`src/rtl/fmap_buf_ctrl.sv`:
```
// +--------------------------------------------------------------------------+
// | fmap_buf_ctrl: fills a ROWSxCOLS feature-map buffer in raster order,     |
// | then drains it to the consumer.                       Revision: 1.0      |
// +--------------------------------------------------------------------------+
`default_nettype none

module fmap_buf_ctrl #(
  parameter int DW   = 8,
  parameter int ROWS = 4,
  parameter int COLS = 4,
  parameter int AW   = 3
) (
  input  logic          clk,
  input  logic          reset,
  input  logic          start,
  input  logic          abort,
  input  logic          in_valid,
  input  logic [DW-1:0] in_data,
  output logic          in_ready,
  output logic          out_valid,
  output logic [DW-1:0] out_data,
  output logic          out_last,
  input  logic          out_ready,
  output logic          busy,
  output logic          frame_done,
  output logic          mem_rd_en,
  output logic          mem_wr_en,
  output logic [AW-1:0] mem_addr,
  output logic [AW-1:0] mem_addr1,
  output logic [DW-1:0] mem_wdata,
  input  logic [DW-1:0] mem_rdata
);

  localparam logic [1:0] S_IDLE  = 2'd0;
  localparam logic [1:0] S_FILL  = 2'd1;
  localparam logic [1:0] S_DRAIN = 2'd2;

  localparam logic [AW-1:0] c_last_row = AW'(ROWS - 1);
  localparam logic [AW-1:0] c_last_col = AW'(COLS - 1);

  logic [1:0]    r_state;
  logic [AW-1:0] r_row;
  logic [AW-1:0] r_col;
  logic          r_frame_done;

  logic [1:0]    w_state_nxt;
  logic [AW-1:0] w_row_nxt;
  logic [AW-1:0] w_col_nxt;
  logic          w_done_nxt;
  logic          w_at_end;
  logic          w_xfer;

  assign w_at_end = (r_row == c_last_row) && (r_col == c_last_col);
  // One pixel moves this cycle in whichever direction the state points.
  assign w_xfer   = ((r_state == S_FILL) && in_valid) || ((r_state == S_DRAIN) && out_ready);

  always_ff @(posedge clk or negedge reset) begin
    if (!reset) begin
      r_state      <= S_IDLE;
      r_row        <= '0;
      r_col        <= '0;
      r_frame_done <= 1'b0;
    end else begin
      r_state      <= w_state_nxt;
      r_row        <= w_row_nxt;
      r_col        <= w_col_nxt;
      r_frame_done <= w_done_nxt;
    end
  end

  always_comb begin
    w_state_nxt = r_state;
    w_row_nxt   = r_row;
    w_col_nxt   = r_col;
    w_done_nxt  = 1'b0;
    if (abort) begin
      w_state_nxt = S_IDLE;
      w_row_nxt   = '0;
      w_col_nxt   = '0;
    end else begin
      case (r_state)
        S_IDLE: begin
          if (start) begin
            w_state_nxt = S_FILL;
            w_row_nxt   = '0;
            w_col_nxt   = '0;
          end
        end
        S_FILL, S_DRAIN: begin
          if (w_xfer) begin
            if (w_at_end) begin
              w_state_nxt = (r_state == S_FILL) ? S_DRAIN : S_IDLE;
              w_row_nxt   = '0;
              w_col_nxt   = '0;
              w_done_nxt  = (r_state == S_DRAIN);
            end else if (r_col == c_last_col) begin
              w_col_nxt = '0;
              w_row_nxt = r_row + AW'(1);
            end else begin
              w_col_nxt = r_col + AW'(1);
            end
          end
        end
        default: begin
          w_state_nxt = S_IDLE;
          w_row_nxt   = '0;
          w_col_nxt   = '0;
        end
      endcase
    end
  end

  always_comb begin
    in_ready  = 1'b0;
    out_valid = 1'b0;
    out_data  = '0;
    out_last  = 1'b0;
    mem_rd_en = 1'b0;
    mem_wr_en = 1'b0;
    case (r_state)
      S_FILL: begin
        in_ready  = 1'b1;
        mem_wr_en = in_valid & ~abort;
      end
      S_DRAIN: begin
        mem_rd_en = 1'b1;
        out_valid = 1'b1;
        out_data  = mem_rdata;
        out_last  = w_at_end;
      end
      default: begin
        in_ready  = 1'b0;
      end
    endcase
  end

  assign busy       = (r_state != S_IDLE);
  assign frame_done = r_frame_done;
  assign mem_addr   = r_row;
  assign mem_addr1  = r_col;
  assign mem_wdata  = in_data;

endmodule

`default_nettype wire
```
`config.mk`:
```
export PLATFORM = sky130hd
export DESIGN_NAME = fmap_buf_ctrl
export DESIGN_NICKNAME = d
export VERILOG_FILES = /design/src/rtl/fmap_buf_ctrl.sv
export SDC_FILE = /design/constraint.sdc
export NUM_CORES = 1
export LEC_CHECK = 0
export ABC_CLOCK_PERIOD_IN_PS = 2370
export BUFFER_PORTS_ARGS = -buffer_cell sky130_fd_sc_hd__buf_4
export CORE_MARGIN = 2
export CORE_UTILIZATION = 42
export DETAILED_ROUTE_END_ITERATION = 6
export PLACE_DENSITY = 0.83
export SYNTH_ARGS = -nofsm -noshare
export SYNTH_HDL_FRONTEND = slang
export SYNTH_SLANG_ARGS = --single-unit
```
`constraint.sdc`:
```
create_clock -name clk -period 2.37 [get_ports clk]
set_input_delay 0.474 -clock clk [delete_from_list [all_inputs] [get_ports clk]]
set_output_delay 0.474 -clock clk [all_outputs]
set_load 0.005 [all_outputs]
```
==> results of run 1 <==
## cells in the mapped netlist
cell type / number / area [um2]
and2_2: 9 / 67.56
buf_4: 9 / 67.56
dfrtp_1: 9 / 225.2
a21oi_1: 6 / 30.03
ha_1: 5 / 62.56
inv_1: 4 / 15.01
nand2b_1: 3 / 18.77
nand2_1: 2 / 7.510
nand3_1: 2 / 10.01
nor2_1: 2 / 7.510
nor3b_1: 2 / 15.01
o21ai_0: 2 / 10.01
a21o_2: 1 / 8.760
a22o_1: 1 / 8.760
a22o_4: 1 / 17.52
and2b_2: 1 / 8.760
and3_2: 1 / 7.510
and4bb_4: 1 / 16.27
mux2_2: 1 / 11.26
nand2_4: 1 / 11.26
nand3b_1: 1 / 7.510
nor2b_1: 1 / 6.260
nor3_1: 1 / 5.000
o211ai_2: 1 / 12.51
o21a_1: 1 / 7.510
o22ai_1: 1 / 6.260
o41ai_1: 1 / 8.760
or4_1: 1 / 7.510
or4_4: 1 / 11.26
## layer usage
layer,GRT usage,wire length [um],vias up
li1,-,-,304
met1,0.1754,624,293
met2,0.2812,792,12
met3,0.08800,68,6
met4,0.06471,31,0
met5,0,0,-
## stage by stage
step / setup WS (ps) / area [um2] / instances
floorplan: 754.5 / 699.4 / 72
global placement: 655.5 / 907.1 / 113
detailed placement: 569.1 / 907.1 / 113
CTS: 402.6 / 933.4 / 117
global route: 335.2 / 933.4 / 117
finish: 422.9 / 933.4 / 117
## cell families (layout without fill, tap and decap cells)
family                   after synthesis  after routing  synth area share
AND/OR/NAND/NOR                       29             29            0.2970
AO/OA/AOI/OAI                         15             15            0.1574
buffers and inverters                 13             42            0.1181
flip-flops                             9              9            0.3220
adder cells (fa/ha/maj)                5              5           0.08945
multiplexers                           1              1           0.01610
## cell type report
| class | instances | share of cell area |
|---|---|---|
| multi-input combinational | 50 | 0.4196 |
| clock buffer | 4 | 0.02815 |
| sequential | 9 | 0.2413 |
| timing repair buffer | 34 | 0.2735 |
| tap | 16 | 0.02145 |
| inverter | 4 | 0.01609 |
## sequential cells by signal (all words and copies together), names as in the netlist
name and flops:
frame_done 1, mem_addr1 3, mem_addr 3, r_state 2
## critical path, stage by stage (launching register included)
cell and delay, ps:
dfrtp_1 420, ha_1 230, and4bb_4 230, and2_2 190, buf_4 130
## power by group
part | total (mW) | switching (mW) | leakage, nW | internal, mW
registers | 0.183 | 0.0128 | 0.124 | 0.170
logic | 0.360 | 0.185 | 0.368 | 0.175
clock network | 0.118 | 0.0534 | 0.0150 | 0.0649
## worst max path at each step
stage	start	endpoint	slack [ps]
2_1_floorplan	r_state[0]	mem_addr[0]	750
3_5_place_dp	r_state[0]	mem_addr[1]	570
5_1_grt	r_state[0]	out_last	340
6_report	mem_addr[0]	out_last	420
4_1_cts	mem_addr[0]	out_last	400
3_3_place_gp	r_state[0]	mem_addr[1]	660
==> results.sh, run 1 <==
export IMPL_powerDensity_mw_per_mm2=708.5
export IMPL_hold_slack_ps=16.19
export IMPL_clockBufferDepth=2
export IMPL_crit_arrival_ps=1470
export IMPL_avgSynthCellArea_um2=9.714
export IMPL_max_vdd_ir_drop_mv=0.4246
export IMPL_netlist_area_um2=699.4
export IMPL_fp_dieArea_mm2=0.002007
export IMPL_drv_cap=0
export IMPL_mostFrequentLayoutCells="buf_4, and2_2, dfrtp_1"
export IMPL_worstPathRequired_ps=1900
export IMPL_rsz0062_at_grt="no"
export IMPL_finalHoldViolCount=0
export IMPL_wire_per_inst_um=12.96
export IMPL_gr_total_overflow=0
export IMPL_multi_input_area_um2=391.6
export IMPL_critPathLaunchType="flip-flop"
export IMPL_start_util=0.4537
export IMPL_insertion_delay_ps=270
export IMPL_fin_nets=129
export IMPL_crit_fanout=5
export IMPL_tightest_slew_ps=397.8
export IMPL_rows=14
export IMPL_fill_cells=142
export IMPL_antenna_diode_count=0
export IMPL_fmax_mhz=513.6
export IMPL_cts_resized=0
export IMPL_drtIter0Drc=9
export IMPL_grt_usage=0.1668
export IMPL_postCtsHoldBufs=0
export IMPL_finalCritPeriodShare=0.8215
export IMPL_netlist_instances=72
export IMPL_rr_endpoint="mem_addr[1]"
export IMPL_fin_setup_tns_ps=0
export IMPL_status="completed"
export IMPL_hpwlAfterDp_mm=1.241
export IMPL_syn_to_final_growth_pct=33.45
export IMPL_ios=51
export IMPL_cts_tree="done"
export IMPL_die_h_um=44.81
export IMPL_r2r_start="r_state[0]"
export IMPL_rr_worst_depth=6
export IMPL_grt_first_pass_wirelength_mm=2.380
export IMPL_layout_commonest_cell="buf_4"
export IMPL_cts_buffers=3
export IMPL_worstSetupPathType="flip-flop to primary output"
export IMPL_p_leak_nw=0.5072
export IMPL_synth_seq_area_share=0.3220
export IMPL_totalWireLength_mm=1.516
export IMPL_p_total_uw=661.3
export IMPL_grt_max_degree=13
export IMPL_num_vias=615
export IMPL_drc_errors=0
export IMPL_antenna_found_initial=0
export IMPL_port_buffers=34
export IMPL_fin_util=0.6055
export IMPL_fin_skew_ps=4.715
export IMPL_syn_nets=99
export IMPL_cts_root_buffer="clkbuf_4"
export IMPL_ant_nets=0
export IMPL_regArea_um2=225.2
export IMPL_cts_sinks=9
export IMPL_ys_ff_latch=9
export IMPL_slew_headroom=0.7338
export IMPL_dr_pass1_iters=4
export IMPL_hp_class="input port to asynchronous set/reset pin"
export IMPL_htree_levels=1
export IMPL_grt_pass1_vias=546
export IMPL_slew_violations=0
export IMPL_die_w_um=44.81
export IMPL_drive_gt1_frac=0.5446
export IMPL_r2r_slack_ps=590
export IMPL_crit_path_end_kind="primary output"
export IMPL_core_mm2=0.001541
export IMPL_fin_crit_ps=1947
export IMPL_synth_distinct_cells=29
export IMPL_viasPerCell=5.256
export IMPL_clk_pin_slew_ps=60
export IMPL_yosys_warnings=0
export IMPL_setup_viol=0
export IMPL_post_cts_buffers=0
export IMPL_globalplace_congestion=0.8104
Note: power is estimated with default switching activity, not from simulation.
==> run 2, diff against run 1 <==
==> config.mk (replaced) <==
export PLATFORM = sky130hd
export DESIGN_NAME = fmap_buf_ctrl
export DESIGN_NICKNAME = d
export VERILOG_FILES = /design/src/rtl/fmap_buf_ctrl.sv
export SDC_FILE = /design/constraint.sdc
export NUM_CORES = 1
export LEC_CHECK = 0
export ABC_CLOCK_PERIOD_IN_PS = 2000
export BUFFER_PORTS_ARGS = -buffer_cell sky130_fd_sc_hd__buf_4
export CORE_MARGIN = 2
export CORE_UTILIZATION = 39
export DETAILED_ROUTE_END_ITERATION = 6
export PLACE_DENSITY = 0.78
export SYNTH_ARGS = -nofsm -noshare
export SYNTH_HDL_FRONTEND = slang
export SYNTH_SLANG_ARGS = --single-unit
==> constraint.sdc (replaced) <==
create_clock -name clk -period 2 [get_ports clk]
set_input_delay 0.4 -clock clk [delete_from_list [all_inputs] [get_ports clk]]
set_output_delay 0.4 -clock clk [all_outputs]
set_load 0.005 [all_outputs]
==> run 2 against run 1 <==
Effect of this change:
- cell area rose by 3.2%
- clock power rose by 21%
- non-clock buffer count rose by 2
- flip-flop and latch count did not move
- highest routed layer unchanged
==> results.sh, run 2 (synthesis gave the netlist of run 1 again) <==
export IMPL_worstSetupPathType="flip-flop to primary output"
export IMPL_mostFrequentLayoutCells="buf_4, and2_2, dfrtp_1"
export IMPL_insertion_delay_ps=270
export IMPL_timing_critical_path_buf_inv=1
export IMPL_cts_sinks=9
export IMPL_max_stage_delay_ps=430
export IMPL_grt_max_degree=11
export IMPL_fin_crit_ps=1888
export IMPL_crit_path_end_kind="primary output"
export IMPL_grt_first_pass_wirelength_mm=2.325
export IMPL_grt_pass1_vias=529
export IMPL_wl_met2_um=753
export IMPL_worstPathCellList="ha_1 > and4bb_4 > and2_2 > buf_4"
export IMPL_status="completed"
export IMPL_drv_cap=0
export IMPL_powerDensity_mw_per_mm2=824.7
export IMPL_hpwlAfterDp_mm=1.215
export IMPL_wl_met1_um=658
export IMPL_start_util=0.4095
export IMPL_finalHoldViolCount=0
export IMPL_gr_total_overflow=0
export IMPL_clockBufferDepth=2
export IMPL_cts_buffers=3
export IMPL_cts_root_buffer="clkbuf_4"
export IMPL_syn_to_final_growth_pct=37.75
export IMPL_drive_gt1_frac=0.5534
export IMPL_port_buffers=34
export IMPL_slew_violations=0
export IMPL_die_h_um=46.35
export IMPL_antenna_diode_count=0
export IMPL_max_vdd_ir_drop_mv=0.4779
export IMPL_post_cts_buffers=0
export IMPL_worstPathRequired_ps=1600
export IMPL_critical_path_top_delay_family="simple AND/OR/NAND/NOR gates"
export IMPL_slowest_stage="dfrtp_1"
export IMPL_clk_pin_slew_ps=70
export IMPL_critPathLaunchType="flip-flop"
export IMPL_rows=15
export IMPL_antenna_found_initial=0
export IMPL_dr_pass1_iters=4
export IMPL_htree_levels=1
export IMPL_hp_class="input port to flip-flop"
export IMPL_wire_per_inst_um=11.73
export IMPL_layout_commonest_cell="buf_4"
export IMPL_post_place_ws_ps=357.7
export IMPL_fin_setup_tns_ps=0
export IMPL_fin_skew_ps=7.909
export IMPL_cts_resized=0
export IMPL_cts_tree="done"
export IMPL_totalWireLength_mm=1.501
export IMPL_core_mm2=0.001708
export IMPL_highest_layer="met4"
export IMPL_ios=51
export IMPL_setup_viol=0
export IMPL_crit_arrival_ps=1490
export IMPL_die_w_um=46.35
export IMPL_num_vias=587
export IMPL_tightest_slew_ps=401.1
export IMPL_crit_fanout=5
export IMPL_fp_dieArea_mm2=0.002148
export IMPL_setup_ws_ps=111.8
export IMPL_fmax_mhz=529.6
export IMPL_drtIter0Drc=7
export IMPL_wl_met3_um=76
export IMPL_drc_errors=0
export IMPL_fin_util=0.5641
export IMPL_grt_usage=0.1525
export IMPL_slew_headroom=0.7316
export IMPL_finalCritPeriodShare=0.9441
export IMPL_rsz0062_at_grt="no"
export IMPL_p_leak_nw=0.5195
export IMPL_ant_nets=0
export IMPL_globalplace_congestion=0.7695
export IMPL_viasPerCell=4.586
export IMPL_fin_nets=131
==> run 2: changes by cell type in the layout (fill, tap and decap cells not counted) <==
cell and change:
clkinv_2 +1, dlygate4sd3_1 +1, clkbuf_1 -1, buf_4 +1
==> run 2: metrics by stage <==
stage	instance area [um2]	power [mW]	std cells	hold WS, ps
5_1_grt	963.4	0.8572	128	337.2
6_report	963.4	0.7946	128	333.7
2_1_floorplan	699.4	0.4897	72	104.4
3_3_place_gp	925.9	0.6430	123	229.9
4_1_cts	963.4	0.8012	128	325.6
3_5_place_dp	925.9	0.6486	123	231.1
==> run 2: layout make-up <==
class | count | area (um2)
fill | 151 | 744.5
multi-input combinational | 50 | 391.6
timing repair buffer | 36 | 272.8
sequential | 9 | 225.2
tap | 25 | 31.28
clock buffer | 3 | 22.52
inverter | 4 | 15.01
clock inverter | 1 | 5.005
==> run 2: power by group <==
group	switching, mW	total (mW)	internal, mW	leakage, nW
Sequential	0.0153	0.217	0.202	0.124
Clock	0.0695	0.143	0.0740	0.0177
Combinational	0.220	0.434	0.214	0.378
Total	0.305	0.795	0.490	0.520
==> run 2: final timing paths <==
kind / startpoint / end / slack, ps / depth (start not counted)
max in group asynchronous: reset / frame_done / 1390 / 2
max reg2reg: r_state[0] / mem_addr[0] / 310 / 5
min reg2reg: mem_addr1[2] / mem_addr1[2] / 530 / 1
min in group asynchronous: reset / mem_addr[2] / 470 / 2
max: mem_addr[0] / out_last / 110 / 4
min: abort / mem_addr[2] / 330 / 2
==> run 2: layer usage <==
| metal | GRT usage | vias to the layer above |
|---|---|---|
| met2 | 0.2417 | 16 |
| met5 | 0 | - |
| li1 | - | 306 |
| met1 | 0.1853 | 262 |
| met4 | 0.05714 | 0 |
| met3 | 0.05882 | 3 |
==> run 2: worst reg2reg max path: stages, from the launching register on <==
cell,delay (ps)
dfrtp_1,380
inv_1,70
ha_1,330
nand2b_1,140
or4_4,540
o211ai_2,150
==> run 2: what timing repair did <==
item | CTS | global route
hold endpoints to repair | 9 | 0
endpoints found under the setup margin | 0 | 0
hold buffers | 1 | 0
==> run 3, diff against run 2 <==
==> config.mk (replaced) <==
export PLATFORM = sky130hd
export DESIGN_NAME = fmap_buf_ctrl
export DESIGN_NICKNAME = d
export VERILOG_FILES = /design/src/rtl/fmap_buf_ctrl.sv
export SDC_FILE = /design/constraint.sdc
export NUM_CORES = 1
export LEC_CHECK = 0
export ABC_CLOCK_PERIOD_IN_PS = 2000
export CELL_PAD_IN_SITES_DETAIL_PLACEMENT = 0
export CELL_PAD_IN_SITES_GLOBAL_PLACEMENT = 2
export CORE_MARGIN = 2
export CORE_UTILIZATION = 31
export DETAILED_ROUTE_END_ITERATION = 6
export DONT_BUFFER_PORTS = 1
export PLACE_DENSITY_LB_ADDON = 0.1
export SYNTH_ARGS = -nofsm -noshare
export SYNTH_HDL_FRONTEND = slang
export SYNTH_SLANG_ARGS = --single-unit
==> run 3 against run 2 <==
Effect of this change:
- worst setup slack better by 76 ps
- clock-buffer cell count increased by 1
- utilization shrank 24 points
- die area is 23% higher
- register-to-register slack lost 20 ps
- combinational power fell by 24%
- critical path depth down 1
- via count fell by 13%
- global-route usage down 1.8 points
- routed wire length up 4.9%
- sequential share of layout area up 8.3 points
- critical endpoint unchanged
==> results.sh, run 3 (synthesis gave the netlist of run 1 again) <==
export IMPL_num_vias=510
export IMPL_htree_levels=1
export IMPL_drc_errors=0
export IMPL_fin_nets=97
export IMPL_grt_pass1_vias=554
export IMPL_syn_to_final_growth_pct=1.610
export IMPL_core_mm2=0.002170
export IMPL_cts_buffers=3
export IMPL_p_leak_nw=0.3410
export IMPL_post_place_ws_ps=294.0
export IMPL_die_w_um=51.50
export IMPL_start_util=0.3224
export IMPL_totalWireLength_mm=1.574
export IMPL_hp_class="input port to flip-flop"
export IMPL_clockBufferDepth=2
export IMPL_fin_util=0.3276
export IMPL_cts_sinks=9
export IMPL_wire_per_inst_um=16.23
export IMPL_insertion_delay_ps=260
export IMPL_mostFrequentLayoutCells="and2_2, dfrtp_1, a21oi_1"
export IMPL_drv_cap=0
export IMPL_dp_cells=92
export IMPL_ios=51
export IMPL_min_path_cells=1
export IMPL_crit_path_end_kind="primary output"
export IMPL_ant_nets=0
export IMPL_r2r_start="r_state[0]"
export IMPL_fin_skew_ps=7.272
export IMPL_slew_violations=0
export IMPL_cts_root_buffer="clkbuf_4"
export IMPL_post_cts_buffers=0
export IMPL_fin_crit_ps=1813
export IMPL_crit_start="mem_addr[0]"
export IMPL_drive_gt1_frac=0.3188
export IMPL_grt_max_degree=12
export IMPL_port_buffers=0
export IMPL_worstSetupPathType="flip-flop to primary output"
export IMPL_final_area_um2=710.7
export IMPL_fmax_mhz=551.7
export IMPL_finalHoldViolCount=0
export IMPL_gr_total_overflow=0
export IMPL_rr_worst_depth=6
export IMPL_placed_cell_area_um2=674.4
export IMPL_max_vdd_ir_drop_mv=0.2926
export IMPL_dr_pass1_iters=4
export IMPL_antenna_found_initial=0
export IMPL_status="completed"
export IMPL_finalCritPeriodShare=0.9063
export IMPL_crit_fanout=5
export IMPL_rows=17
export IMPL_p_total_uw=691.1
export IMPL_fin_setup_tns_ps=0
export IMPL_fp_dieArea_mm2=0.002652
export IMPL_rsz0062_at_grt="no"
export IMPL_layout_cells_non_filler=97
export IMPL_grt_first_pass_wirelength_mm=2.608
export IMPL_cts_tree="done"
export IMPL_grt_usage=0.1344
export IMPL_clk_pin_slew_ps=70
export IMPL_hold_slack_ps=197.2
export IMPL_viasPerCell=5.258
export IMPL_worstPathRequired_ps=1600
export IMPL_antenna_diode_count=0
export IMPL_min_delay_start="abort"
export IMPL_crit_arrival_ps=1410
export IMPL_tightest_slew_ps=491.6
export IMPL_setup_viol=0
export IMPL_slew_headroom=0.6711
export IMPL_critPathLaunchType="flip-flop"
export IMPL_drtIter0Drc=4
export IMPL_powerDensity_mw_per_mm2=972.4
export IMPL_hpwlAfterDp_mm=1.212
export IMPL_globalplace_congestion=0.6997
export IMPL_cts_resized=0
export IMPL_die_h_um=51.50
export IMPL_setup_ws_ps=187.4
==> run 3: changes by cell type in the layout (fill, tap and decap cells not counted), sizes merged <==
cell / delta
buf: -34
clkbuf: +1
clkinv: -1
==> run 3: area by class of cell <==
type                    instances  area [um2]
clock buffers                   4       26.28
fillers                       234        1459
inverters                       4       15.01
multi-input cells              50       391.6
flip-flops and latches          9       225.2
well taps                      28       35.03
repair buffers                  2       17.52
==> run 3: worst paths after layout <==
kind                                     end  slack, ps
worst min register to register  mem_addr1[2]        550
max in group asynchronous       mem_addr1[1]       1170
worst max-delay path                out_last        190
worst min-delay path             mem_addr[2]        200
worst max register to register   mem_addr[1]        290
min in group asynchronous        mem_addr[2]        520
==> run 3: worst max-delay path, stage by stage, from the launching register on <==
cell	delay (ps)
dfrtp_1	450
ha_1	250
and4bb_4	230
and2_2	210
==> run 3: what timing repair did <==
action                                  CTS  global route
hold buffers                              1             0
endpoints found under the setup margin    0             0
hold endpoints to repair                  9             0
==> run 3: routing by layer <==
metal	GRT usage	up-vias	routed length (um)
li1	-	236	-
met3	0.04598	2	209
met2	0.2030	36	700
met1	0.1688	236	659
met4	0.07018	0	5
met5	0	-	0
==> run 3: where the power goes <==
part | switching [mW] | internal, mW
sequential | 0.0172 | 0.202
combinational | 0.203 | 0.125
clock | 0.0675 | 0.0770
total | 0.288 | 0.403
